[config.mk]
export PLATFORM = sky130hd
export DESIGN_NAME = wavegen_cmd_ctrl_flat
export DESIGN_NICKNAME = d
export VERILOG_FILES = /design/src/rtl/wavegen_cmd_ctrl_pkg.sv /design/src/rtl/wavegen_cmd_ctrl_if.sv /design/src/rtl/wavegen_cmd_ctrl_timeout.sv /design/src/rtl/wavegen_cmd_ctrl.sv /design/src/flat_wrapper.sv
export SDC_FILE = /design/constraint.sdc
export NUM_CORES = 1
export LEC_CHECK = 0
export CAP_MARGIN = 20
export CORE_ASPECT_RATIO = 0.8
export CORE_MARGIN = 8
export CORE_UTILIZATION = 30
export DETAILED_ROUTE_END_ITERATION = 7
export PLACE_DENSITY_LB_ADDON = 0.12
export SLEW_MARGIN = 5
export SYNTH_ARGS = -nofsm -noshare
export SYNTH_HDL_FRONTEND = slang
export SYNTH_HIERARCHICAL = 1
export SYNTH_SLANG_ARGS = --single-unit
[constraint.sdc]
create_clock -name clk -period 3.5 [get_ports clk]
set_input_delay 0.875 -clock clk [delete_from_list [all_inputs] [get_ports clk]]
set_output_delay 0.875 -clock clk [all_outputs]
set_load 0.05 [all_outputs]
[src/rtl/wavegen_cmd_ctrl_pkg.sv]
// Shared constants for the waveform-generator command controller:
// opcodes, response bytes, read indices, FSM encoding and reset values.
package wavegen_cmd_pkg;

    localparam logic [7:0] OP_W = 8'h57;
    localparam logic [7:0] OP_F = 8'h46;
    localparam logic [7:0] OP_A = 8'h41;
    localparam logic [7:0] OP_E = 8'h45;
    localparam logic [7:0] OP_R = 8'h52;

    localparam logic [7:0] ACK = 8'h4B;
    localparam logic [7:0] NAK = 8'h3F;
    localparam logic [7:0] CR  = 8'h0D;
    localparam logic [7:0] LF  = 8'h0A;

    localparam logic [7:0] RIDX_WAVE = 8'd0;
    localparam logic [7:0] RIDX_STEP = 8'd1;
    localparam logic [7:0] RIDX_AMP  = 8'd2;
    localparam logic [7:0] RIDX_EN   = 8'd3;
    localparam logic [7:0] RIDX_VER  = 8'd4;

    localparam logic [7:0] WAVE_MAX = 8'd3;
    localparam logic [7:0] RIDX_MAX = 8'd4;

    localparam logic [1:0] RST_WAVE_SEL  = 2'd0;
    localparam logic [7:0] RST_AMPLITUDE = 8'hFF;
    localparam logic       RST_GEN_EN    = 1'b1;
    localparam logic [7:0] DEF_PHASE_STEP = 8'd1;

    typedef enum logic [1:0] {
        ST_IDLE,
        ST_ARG,
        ST_EXEC,
        ST_RESP
    } state_t;

    function automatic logic is_opcode(input logic [7:0] b);
        return (b == OP_W) || (b == OP_F) || (b == OP_A) || (b == OP_E) || (b == OP_R);
    endfunction

endpackage

[src/rtl/wavegen_cmd_ctrl_if.sv]
// Byte stream link to avr_interface: RX strobe/data in, TX strobe/data out with busy.
interface wavegen_cmd_ctrl_if;
    logic [7:0] rx_data;
    logic       new_rx_data;
    logic [7:0] tx_data;
    logic       new_tx_data;
    logic       tx_busy;

    modport master (
        output rx_data, new_rx_data, tx_busy,
        input  tx_data, new_tx_data
    );

    modport slave (
        input  rx_data, new_rx_data, tx_busy,
        output tx_data, new_tx_data
    );
endinterface

[src/rtl/wavegen_cmd_ctrl_timeout.sv]
// Inter-byte timeout counter: cleared on opcode, counts while enabled and
// flags the terminal cycle (TIMEOUT_CYCLES-1); holds at terminal count.
module cmd_timeout_counter #(
    parameter int TIMEOUT_CYCLES = 5000000
) (
    input  logic clk,
    input  logic rst_n,
    input  logic clear,
    input  logic enable,
    output logic tc
);
    localparam int CW = (TIMEOUT_CYCLES > 1) ? $clog2(TIMEOUT_CYCLES) : 1;
    localparam logic [CW-1:0] TC_VAL = CW'(TIMEOUT_CYCLES - 1);

    logic [CW-1:0] count;

    always_ff @(posedge clk or negedge rst_n) begin
        if (!rst_n) begin
            count <= '0;
        end else if (clear) begin
            count <= '0;
        end else if (enable && (count != TC_VAL)) begin
            count <= count + CW'(1);
        end
    end

    assign tc = enable && (count == TC_VAL);

endmodule

[src/rtl/wavegen_cmd_ctrl.sv]
// Two-byte command parser (opcode, argument) that updates the waveform
// generator configuration and returns one response byte per command.
module wavegen_cmd_ctrl
    import wavegen_cmd_pkg::*;
#(
    parameter int         TIMEOUT_CYCLES = 5000000,
    parameter logic [7:0] RESET_STEP     = DEF_PHASE_STEP,
    parameter logic [7:0] VERSION        = 8'h01
) (
    input  logic                clk,
    input  logic                rst_n,
    wavegen_cmd_ctrl_if.slave   bus,
    output logic [1:0]          wave_sel,
    output logic [7:0]          phase_step,
    output logic [7:0]          amplitude,
    output logic                gen_en,
    output logic                cfg_update
);

    state_t     state, state_n;
    logic [7:0] opcode;
    logic [7:0] arg;
    logic       to_clear;
    logic       to_tc;
    logic       exec_ok;
    logic       exec_wr;
    logic [7:0] exec_resp;
    logic [7:0] rd_val;
    logic       rx_is_op;
    logic       rx_is_eol;

    assign rx_is_op  = is_opcode(bus.rx_data);
    assign rx_is_eol = (bus.rx_data == CR) || (bus.rx_data == LF);

    cmd_timeout_counter #(
        .TIMEOUT_CYCLES(TIMEOUT_CYCLES)
    ) u_timeout (
        .clk    (clk),
        .rst_n  (rst_n),
        .clear  (to_clear),
        .enable (state == ST_ARG),
        .tc     (to_tc)
    );

    always_ff @(posedge clk or negedge rst_n) begin
        if (!rst_n) begin
            state <= ST_IDLE;
        end else begin
            state <= state_n;
        end
    end

    always_comb begin
        state_n         = state;
        to_clear        = 1'b0;
        bus.new_tx_data = 1'b0;

        case (state)
            ST_IDLE: begin
                if (bus.new_rx_data) begin
                    if (rx_is_op) begin
                        state_n  = ST_ARG;
                        to_clear = 1'b1;
                    end else if (!rx_is_eol) begin
                        state_n = ST_RESP;
                    end
                end
            end
            // An argument on the terminal-count cycle takes priority over the timeout.
            ST_ARG: begin
                if (bus.new_rx_data) begin
                    state_n = ST_EXEC;
                end else if (to_tc) begin
                    state_n = ST_RESP;
                end
            end
            ST_EXEC: state_n = ST_RESP;
            ST_RESP: begin
                if (!bus.tx_busy) begin
                    bus.new_tx_data = 1'b1;
                    state_n         = ST_IDLE;
                end
            end
            default: state_n = ST_IDLE;
        endcase
    end

    always_comb begin
        rd_val = VERSION;
        case (arg)
            RIDX_WAVE: rd_val = {6'b0, wave_sel};
            RIDX_STEP: rd_val = phase_step;
            RIDX_AMP:  rd_val = amplitude;
            RIDX_EN:   rd_val = {7'b0, gen_en};
            default:   rd_val = VERSION;
        endcase
    end

    always_comb begin
        exec_ok = 1'b0;
        exec_wr = 1'b0;
        case (opcode)
            OP_W: begin exec_ok = (arg <= WAVE_MAX); exec_wr = exec_ok; end
            OP_F: begin exec_ok = (arg != 8'd0);     exec_wr = exec_ok; end
            OP_A: begin exec_ok = 1'b1;              exec_wr = 1'b1;    end
            OP_E: begin exec_ok = 1'b1;              exec_wr = 1'b1;    end
            OP_R: begin exec_ok = (arg <= RIDX_MAX); exec_wr = 1'b0;    end
            default: begin exec_ok = 1'b0; exec_wr = 1'b0; end
        endcase
        if (!exec_ok) begin
            exec_resp = NAK;
        end else if (opcode == OP_R) begin
            exec_resp = rd_val;
        end else begin
            exec_resp = ACK;
        end
    end

    // Opcode/argument holding registers carry data only and need no reset.
    always_ff @(posedge clk) begin
        if (state == ST_IDLE && bus.new_rx_data && rx_is_op) begin
            opcode <= bus.rx_data;
        end
        if (state == ST_ARG && bus.new_rx_data) begin
            arg <= bus.rx_data;
        end
    end

    always_ff @(posedge clk or negedge rst_n) begin
        if (!rst_n) begin
            wave_sel    <= RST_WAVE_SEL;
            phase_step  <= RESET_STEP;
            amplitude   <= RST_AMPLITUDE;
            gen_en      <= RST_GEN_EN;
            cfg_update  <= 1'b0;
            bus.tx_data <= 8'h00;
        end else begin
            cfg_update <= 1'b0;
            case (state)
                ST_IDLE: begin
                    if (bus.new_rx_data && !rx_is_op && !rx_is_eol) begin
                        bus.tx_data <= NAK;
                    end
                end
                ST_ARG: begin
                    if (!bus.new_rx_data && to_tc) begin
                        bus.tx_data <= NAK;
                    end
                end
                ST_EXEC: begin
                    bus.tx_data <= exec_resp;
                    if (exec_wr) begin
                        cfg_update <= 1'b1;
                        case (opcode)
                            OP_W:    wave_sel   <= arg[1:0];
                            OP_F:    phase_step <= arg;
                            OP_A:    amplitude  <= arg;
                            OP_E:    gen_en     <= arg[0];
                            default: ;
                        endcase
                    end
                end
                default: ;
            endcase
        end
    end

endmodule

[src/flat_wrapper.sv]
// flat-port wrapper written by rule: the top's interface ports become plain ports
module wavegen_cmd_ctrl_flat import wavegen_cmd_pkg::*;
#(
    parameter int         TIMEOUT_CYCLES = 5000000,
    parameter logic [7:0] RESET_STEP     = DEF_PHASE_STEP,
    parameter logic [7:0] VERSION        = 8'h01
)
  (clk, rst_n, wave_sel, phase_step, amplitude, gen_en, cfg_update, bus_rx_data, bus_new_rx_data, bus_tx_busy, bus_tx_data, bus_new_tx_data);
  wavegen_cmd_ctrl_if bus_i ();
  input  logic clk;
  input  logic rst_n;
  output logic [1:0] wave_sel;
  output logic [7:0] phase_step;
  output logic [7:0] amplitude;
  output logic gen_en;
  output logic cfg_update;
  input wire logic [$bits(bus_i.rx_data)-1:0] bus_rx_data;
  input wire logic [$bits(bus_i.new_rx_data)-1:0] bus_new_rx_data;
  input wire logic [$bits(bus_i.tx_busy)-1:0] bus_tx_busy;
  output wire logic [$bits(bus_i.tx_data)-1:0] bus_tx_data;
  output wire logic [$bits(bus_i.new_tx_data)-1:0] bus_new_tx_data;
  assign bus_i.rx_data = bus_rx_data;
  assign bus_i.new_rx_data = bus_new_rx_data;
  assign bus_i.tx_busy = bus_tx_busy;
  assign bus_tx_data = bus_i.tx_data;
  assign bus_new_tx_data = bus_i.new_tx_data;
  wavegen_cmd_ctrl #(.TIMEOUT_CYCLES(TIMEOUT_CYCLES), .RESET_STEP(RESET_STEP), .VERSION(VERSION)) u_core (.clk(clk), .rst_n(rst_n), .bus(bus_i), .wave_sel(wave_sel), .phase_step(phase_step), .amplitude(amplitude), .gen_en(gen_en), .cfg_update(cfg_update));
endmodule
---- Yosys cells after proc, flatten, opt, wreduce, memory -nomap -nowiden ----
Cells that the tools add are included.
W data, S select, Z words.
word-level totals
  output and inout bits ................... 29
  logic and storage cells ................. 91
  bits in registers ....................... 69
operators by class
  order comparisons ....................... 2
  add/sub/neg operators ................... 1
  eq/ne operators ......................... 26
  multiplexer cells ....................... 24
  reductions and logical operators ........ 28
operator list
  kind                     count
  $eq A8 B7 Y1 const B     10
  $mux W23                 2
  $mux W8                  4
  $pmux W8 S4              1
  $pmux W8 S3              1
  $add A23 B1 Y23 const B  1
  $eq A23 B23 Y1 const B   1
  $ne A23 B23 Y1 const B   1
  $eq A8 B2 Y1 const B     2
  $eq A8 B4 Y1 const B     2
  $reduce_and A3 Y1        5
  $mux W2                  6
  $eq A8 B1 Y1 const B     1
  $le A8 B2 Y1 const B     1
  $le A8 B3 Y1 const B     1
  $logic_and A1 B1 Y1      8
  $logic_not A8 Y1         1
  $pmux W2 S4              1
  $reduce_bool A8 Y1       1
  $mux W1                  7
  $ne A2 B2 Y1 const B     3
  $ne A3 B2 Y1 const B     2
  $logic_or A1 B1 Y1       5
  $eq A2 B2 Y1 const B     2
  10 further kinds         12

---- Logic depth before layout (Yosys ltp) ----
Gate-level depths: netlist of the first run.
  depth in word-level cells ............... 10
  mapped depth ............................ 9
  mapped depth without buffers ............ 9

---- Modules after synthesis ----
The synthesis of the first run kept the hierarchy.
by module, submodules not included
  module               cells an instance  sequential area each (um^2)  times used  area an instance (um^2)
  wavegen_cmd_ctrl     172                1243.7                       1           2248.4
  cmd_timeout_counter  147                575.6                        1           1370.1

---- Worst setup path after synthesis of the first run ----
Ideal clock, no wire load.
  path type ............................... input-to-output
  start point ............................. input port bus_tx_busy
  end point ............................... output port bus_new_tx_data
  data required time ...................... 2.625 ns
  arrival time ............................ 1.564 ns
  buffers on the path ..................... 0
  stages .................................. 1
  setup slack ............................. 1.061 ns
  cells stage by stage .................... nor2b_1
on the way
  longest elaborated chain between the ends .. 2
RTL lines
  what             line                    text
  start, declared  flat_wrapper.sv:19      input wire logic [$bits(bus_i.tx_busy)-1:0] bus_tx_busy;
  $mux W1          wavegen_cmd_ctrl.sv:79  if (!bus.tx_busy) begin
  $mux W1          wavegen_cmd_ctrl.sv:58  case (state)
  end, declared    flat_wrapper.sv:21      output wire logic [$bits(bus_i.new_tx_data)-1:0] bus_new_tx_data;
No other way between the ends.

---- Final worst setup path of the first run ----
  start point ............................. register u_core.arg[5]
  end point ............................... register u_core.phase_step[6]
on the way
  longest elaborated chain between the ends .. 3
RTL lines
  what                                                       line                                              text
  start, declared                                            wavegen_cmd_ctrl.sv:22                            logic [7:0] arg;
  start signal, assigned                                     wavegen_cmd_ctrl.sv:125                           arg <= bus.rx_data;
  $le A8 B2 Y1 / $reduce_bool A8 Y1 (equally long branches)  wavegen_cmd_ctrl.sv:103, wavegen_cmd_ctrl.sv:104
  $pmux W1 S3 *                                              wavegen_cmd_ctrl.sv:102                           case (opcode)
  $reduce_and A3 Y1 (no source line) *                       n/a
  end signal, assigned                                       wavegen_cmd_ctrl.sv:156                           OP_F: phase_step <= arg;
  end, declared                                              wavegen_cmd_ctrl.sv:14                            output logic [7:0] phase_step,
Every way passes the cells marked *; elsewhere a longest branch is shown, timed or not.
A chain may end at the register's enable or synchronous reset.

==> impl_metrics.csv, run 1 <==
group,metric,value,unit
run_status,status,"complete, no violations",
timing,period_minus_slack,2730,ps
floorplan,die_h,114,um
timing,finalHoldViolCount,0,
cts,cts.sinks,69,
cts,cts_made_buffers,9,
power,power.density,564,nW/um^2
floorplan,fp.dieW,139,um
drt,wl,8630,um
worst_setup_path,worstPathArrival,2940,ps
floorplan,die-area,15900,um^2
timing,post-route-period-util,78.0,%
drt,viasPerCell,5.04,
drt,dr_wl_met2,3580,um
drt,drc_errors,0,
timing,fin_skew,5.31,ps
synth,avgSynthCellArea,11.3,um^2
synth,post-synth-top-count-cell,"dfrtp_1",
timing,setup_tns,0,ps
floorplan,ioPinCount,41,
final_layout,n_antenna_cell,0,
final_layout,syn2layout_area_growth,23.2,%
power,p_int,1680,uW
drt,avgRoutedWirePerCell,16.6,um
cts,cts_setup_buffers,0,
synth,synth_area_leader_cell,"dfrtp_1",
flow_run,maxCapViolCount,0,
worst_setup_path,worst-path-max-fanout,8,
synth,syn_inst,319,
hold_path,hp-start,"u_core/bus.tx_data[7]",
timing,fmax,366,MHz
cts,post_cts_resized,0,
final_layout,drive_gt1_share,20.3,%
floorplan,placementRows,36,
power,p_clk_share,32.3,%
synth,synthArstFlopShare,76.8,%
drt,topRoutingLayerUsed,"met4",
worst_setup_path,worst_ep_required_time,3710,ps
power,p_leak,0.00171,uW
floorplan,initial_core_util,30.2,%
worst_setup_path,critPathLaunchType,"flip-flop",
cts,hold_buffers,0,
cts,cts_tree,"built",
hold_path,hold_path_end,"u_core/bus.tx_data[7]",
placed_design,place_hpwl,6280,um
worst_setup_path,crit_type,"flip-flop to flip-flop",
synth,yosysTopAreaCellShare,29.7,%
global_route,grt_pass1_vias,2664,
timing,tightest_slew,731,ps
drt,num_vias,2627,
synth,synth_common_cells,"dfrtp_1, mux2_2, nor2_1, nand2_1",
global_route,antenna_found_initial,0,
synth,netlist_area,3620,um^2
synth,ys_ff_latch,69,
final_layout,nets,383,
synth,ys_warn_count,6,
worst_setup_path,rr_startpoint,"u_core/arg[5]",
global_route,grt_max_degree,29,
synth,synth.distinct_cells,57,
timing,setup_violations,0,
cts,clock-root-buffer,"clkbuf_16",
drt,wl_met3,421,um
drt,met1_length,4510,um
final_layout,stdcell_count,521,
cts,cts_buffer_depth,2,
synth,synth_ff_type,"dfrtp_1",
placed_design,portBuffers,40,
timing,grt_setup_unrepaired,"false",
placed_design,dp.cells,505,
power,swShare,33.3,%
timing,maxSlewViolCount,0,
synth,synth_edf_count,16,
global_route,track_usage,11.5,%
power,peakVddDrop,0.000318,V
cts,cts_max_level,3,
synth,yosysSeqAreaShare,50.3,%
hold_path,whs_path_depth,1,
worst_setup_path,rr_worst_depth,5,
power,p_comb_share,25.2,%
placed_design,gp_congestion,0.736,
cts,clkLatencyLatePin,330,ps
worst_setup_path,regToRegSetupSlack,770,ps
hold_path,hold_class,"flip-flop to flip-flop",
synth,synth_top_cells_by_area,"dfrtp_1, edfxtp_1, dfstp_2",
floorplan,core_area,12000,um^2
cts,clkTransAtPathRegs,60,ps
synth,synth_nets,338,
drt,ant_nets,0,
global_route,gr-total-overflow,0,
worst_setup_path,endpoint_kind,"flip-flop",
power,p_switching,837,uW
global_route,grt_pass1_wl,14400,um
timing,slew_headroom,50.9,%
drt,drt_pass1_iterations,4,
worst_setup_path,reg2reg_to,"u_core/phase_step[6]",
power,power_frac_seq,42.6,%
drt,drt_iter0_markers,192,
cell type report:
cell class | instances | area [um^2]
Clock buffer | 9 | 225
Clock inverter | 7 | 42.5
Fill cell | 1189 | 7520
Inverter | 12 | 46.3
Multi-Input combinational cell | 224 | 1680
Sequential cell | 69 | 1820
Tap cell | 152 | 190
Timing Repair Buffer | 48 | 453
registers in the layout (all words and copies together) (netlist names):
name / count
u_core/opcode: 8
u_core/phase_step: 8
u_core/arg: 8
u_core/amplitude: 8
u_core/u_timeout/count: 23
u_core/bus.tx_data: 8
u_core/cfg_update: 1
u_core/gen_en: 1
u_core/wave_sel: 2
u_core/state: 2
metal layers:
| metal | up-vias | global-route usage, % |
|---|---|---|
| li1 | 1277 | - |
| met1 | 1281 | 16.2 |
| met2 | 58 | 16.2 |
| met3 | 11 | 3.33 |
| met4 | 0 | 4.52 |
| met5 | - | 0 |
cells by family (layout without fill, tap and decap cells):
kind of cell	Yosys count	after routing	share of synthesized area (%)
xor gates and xnor gates	5	5	1.21
AOI/OAI and AO/OA	53	53	9.99
buffers and inverters	26	76	3.22
and+or+nand+nor	126	126	21.5
DFF	69	69	50.3
muxes	33	33	11.3
adders and majority gates	7	7	2.42
worst max path at each step:
stage | slack (ps) | from | endpoint | cells after the start
final | 770 | u_core/arg[5] | u_core/phase_step[6] | 5
after global placement | 590 | bus_rx_data[2] | u_core/u_timeout/count[22] | 8
after floorplan | 1060 | bus_tx_busy | bus_new_tx_data | 1
after CTS | 770 | u_core/arg[5] | u_core/phase_step[6] | 5
after global routing | 640 | u_core/opcode[5] | u_core/phase_step[6] | 5
after detailed placement | 530 | bus_rx_data[4] | u_core/u_timeout/count[22] | 8
worst max-delay path, stage by stage (launching register included):
cell and delay, ps:
edfxtp_1 460, or4_1 580, nor4_1 340, a311oi_1 250, nor3_4 620, mux2_4 360
through the flow:
step / setup slack, ps / hold slack, ps / cell area (um^2) / total power (uW) / util [%]
finish: 769 / 509 / 4460 / 2520 / 37.2
global route: 643 / 534 / 4460 / 2690 / 37.2
CTS: 769 / 518 / 4460 / 2560 / 37.2
detailed placement: 530 / 504 / 4190 / 1720 / 35.0
global placement: 593 / 489 / 4190 / 1720 / 35.0
floorplan: 1060 / 520 / 3620 / 1530 / -
power groups by stage:
stage	registers, uW	clock network, uW	logic [uW]
final	1070	812	633
after global routing	1090	878	724
after CTS	1070	842	645
after detailed placement	1080	0	642
after global placement	1080	0	639
after floorplan	1060	0	472
cells in the final DEF, fill, tap and decap left out, types with 4 or more instances in the layout:
cell and n:
dfrtp_1 43, clkdlybuf4s50_1 38, mux2_2 21, nor2_1 20, nand2_1 18, a21oi_1 16, edfxtp_1 16, nor2b_1 12
inv_1 11, or4_1 10, nand3_1 10, dfstp_2 10, clkbuf_16 9, buf_4 9, o31ai_1 9, nor4_1 8
mux2_4 8, ha_1 7, a22o_1 6, and3_1 5, nand2b_1 5, a22oi_1 5, o21ai_0 5, nand4_1 5
clkinvlp_4 4, a211oi_1 4, and2_1 4
No activity file was read; power rests on OpenSTA's default activity.
==> inputs of run 2 (changes only) <==
==> constraint.sdc (replaced) <==
create_clock -name clk -period 2.3 [get_ports clk]
set_input_delay 0.575 -clock clk [delete_from_list [all_inputs] [get_ports clk]]
set_output_delay 0.575 -clock clk [all_outputs]
set_load 0.05 [all_outputs]
==> impl_metrics.csv, run 2 (synthesis gave the netlist of run 1 again) <==
group,metric,value,unit
cts,cts_max_level,3,
final_layout,final_common_cell,"buf_4",
worst_setup_path,cpPeakStageDelay,620,ps
final_layout,largest_reg_flops,23,
floorplan,fp.dieW,139,um
cts,cts_made_buffers,9,
global_route,grt_pass1_vias,2896,
global_route,antenna_found_initial,0,
power,power,4460,uW
cts,clkTransAtPathRegs,60,ps
timing,holdWs,229,ps
hold_path,hold_class,"input pin to asynchronous set/reset pin",
timing,setup_violations,0,
floorplan,core_area,12000,um^2
timing,setup_tns,0,ps
drt,drc_errors,0,
floorplan,placementRows,36,
worst_setup_path,endpoint_kind,"flip-flop",
worst_setup_path,cpMostUsedCell,"or4b_4",
timing,slew_headroom,59.8,%
final_layout,syn2layout_area_growth,43.0,%
worst_setup_path,worst-path-max-fanout,8,
drt,drt_iter0_markers,165,
power,peakVddDrop,0.000466,V
timing,grt_setup_unrepaired,"true",
cts,clkLatencyLatePin,330,ps
final_layout,n_antenna_cell,0,
floorplan,ioPinCount,41,
global_route,grt_pass1_wl,14700,um
worst_setup_path,slowest_stage,"or4b_4",
final_layout,fin_area,5180,um^2
worst_setup_path,worst_ep_required_time,2510,ps
worst_setup_path,critPathLaunchType,"flip-flop",
drt,ant_nets,0,
power,p_leak,0.00212,uW
power,power.density,862,nW/um^2
global_route,grt_max_degree,54,
global_route,use_met2,16.6,%
final_layout,largest-register,"u_core/u_timeout/count",
global_route,met3_usage,3.75,%
drt,num_vias,2820,
worst_setup_path,crit_chain,"or4b_4 -> or4b_4 -> nor3_4 -> buf_12 -> mux2_4",
drt,drt_pass1_iterations,4,
drt,avgRoutedWirePerCell,15.1,um
global_route,gr-total-overflow,0,
floorplan,initial_core_util,30.2,%
cts,clock-root-buffer,"clkbuf_16",
worst_setup_path,worstPathArrival,2510,ps
final_layout,mostFrequentLayoutCells,"buf_4, dfrtp_1, clkdlybuf4s50_1",
cts,cts_buffer_depth,2,
final_layout,nets,447,
timing,fin_skew,6.33,ps
placed_design,placed_area,4720,um^2
global_route,grt_use_met1,16.2,%
drt,viasPerCell,4.82,
worst_setup_path,critPathBufInv,1,
placed_design,gp_congestion,0.771,
timing,maxSlewViolCount,0,
timing,period_minus_slack,2300,ps
worst_setup_path,path_delay_family,"simple AND/OR/NAND/NOR gates",
worst_setup_path,crit_type,"flip-flop to flip-flop",
global_route,track_usage,11.6,%
cts,cts_tree,"built",
run_status,status,"complete, no violations",
cts,cts.sinks,69,
drt,wl,8840,um
timing,post-route-period-util,99.9,%
floorplan,die-area,15900,um^2
timing,tightest_slew,602,ps
timing,fmax,435,MHz
timing,finalHoldViolCount,0,
global_route,busiest_layer,"met2",
floorplan,die_h,114,um
final_layout,drive_gt1_share,36.5,%
placed_design,portBuffers,40,
placed_design,place_hpwl,6720,um
flow_run,maxCapViolCount,0,
-- run 2: cell types whose count changed in the layout (fill, tap and decap cells not counted), moves of 3 or more --
cell / change
buf_4: +65
clkdlybuf4s50_1: -6
buf_12: +4
bufinv_16: +3
nor4_1: -3
nor4_4: +3
-- run 2: per-layer routing --
metal / vias to the layer above / part of all wire [%]
met5: - / 0
met4: 0 / 0.88
met3: 7 / 3.8
met2: 49 / 41
met1: 1355 / 54
li1: 1409 / -
-- run 2: worst paths after layout --
path / startpoint / endpoint / slack [ps] / cells after the start
min in group clk: u_core/bus.tx_data[0] / u_core/bus.tx_data[0] / 510 / 1
max in group asynchronous: rst_n / u_core/amplitude[0] / 1750 / 2
worst max register to register: u_core/opcode[5] / u_core/phase_step[7] / 2 / 5
worst max-delay path: u_core/opcode[5] / u_core/phase_step[7] / 2 / 5
worst min register to register: u_core/bus.tx_data[0] / u_core/bus.tx_data[0] / 510 / 1
worst min-delay path: rst_n / u_core/u_timeout/count[5] / 230 / 2
-- run 2: through the flow --
| step | std cells | util, % | worst slack [ps] |
|---|---|---|---|
| 5_1_grt | 585 | 43.2 | -67.9 |
| 2_1_floorplan | 319 | - | -42.6 |
| 3_5_place_dp | 568 | 39.4 | -270 |
| 6_report | 585 | 43.2 | 2.42 |
| 4_1_cts | 585 | 42.5 | 2.85 |
| 3_3_place_gp | 568 | 39.4 | -248 |
-- run 2: timing repair --
| action | CTS | global route |
|---|---|---|
| resized for setup | 4 | 13 |
| setup endpoints to repair | 17 | 19 |
| hold endpoints to repair | 0 | 0 |
| hold buffers | 0 | 0 |
| buffers inserted | 1 | 0 |
| pin swaps | 2 | 11 |
-- run 2: power breakdown --
| group | internal [uW] | switching, uW |
|---|---|---|
| clock network | 1050 | 509 |
| logic | 650 | 709 |
| registers | 1430 | 112 |
| total | 3130 | 1330 |
-- run 2: worst register-to-register path, delay by kind of cell, from the launching register on --
| kind | cells | cell delay (ps) |
|---|---|---|
| simple gates | 3 | 1360 |
| flops | 1 | 360 |
| mux | 1 | 300 |
| buf+inv | 1 | 160 |
-- run 2: area by class of cell --
cell class              instances  area (um^2)
fillers                      1154         6810
flip-flops and latches         69         1820
multi-input cells             224         1810
repair buffers                112          972
clock buffers                   9          225
well taps                     152          190
clock inverters                 7          114
inverters                      12         46.3
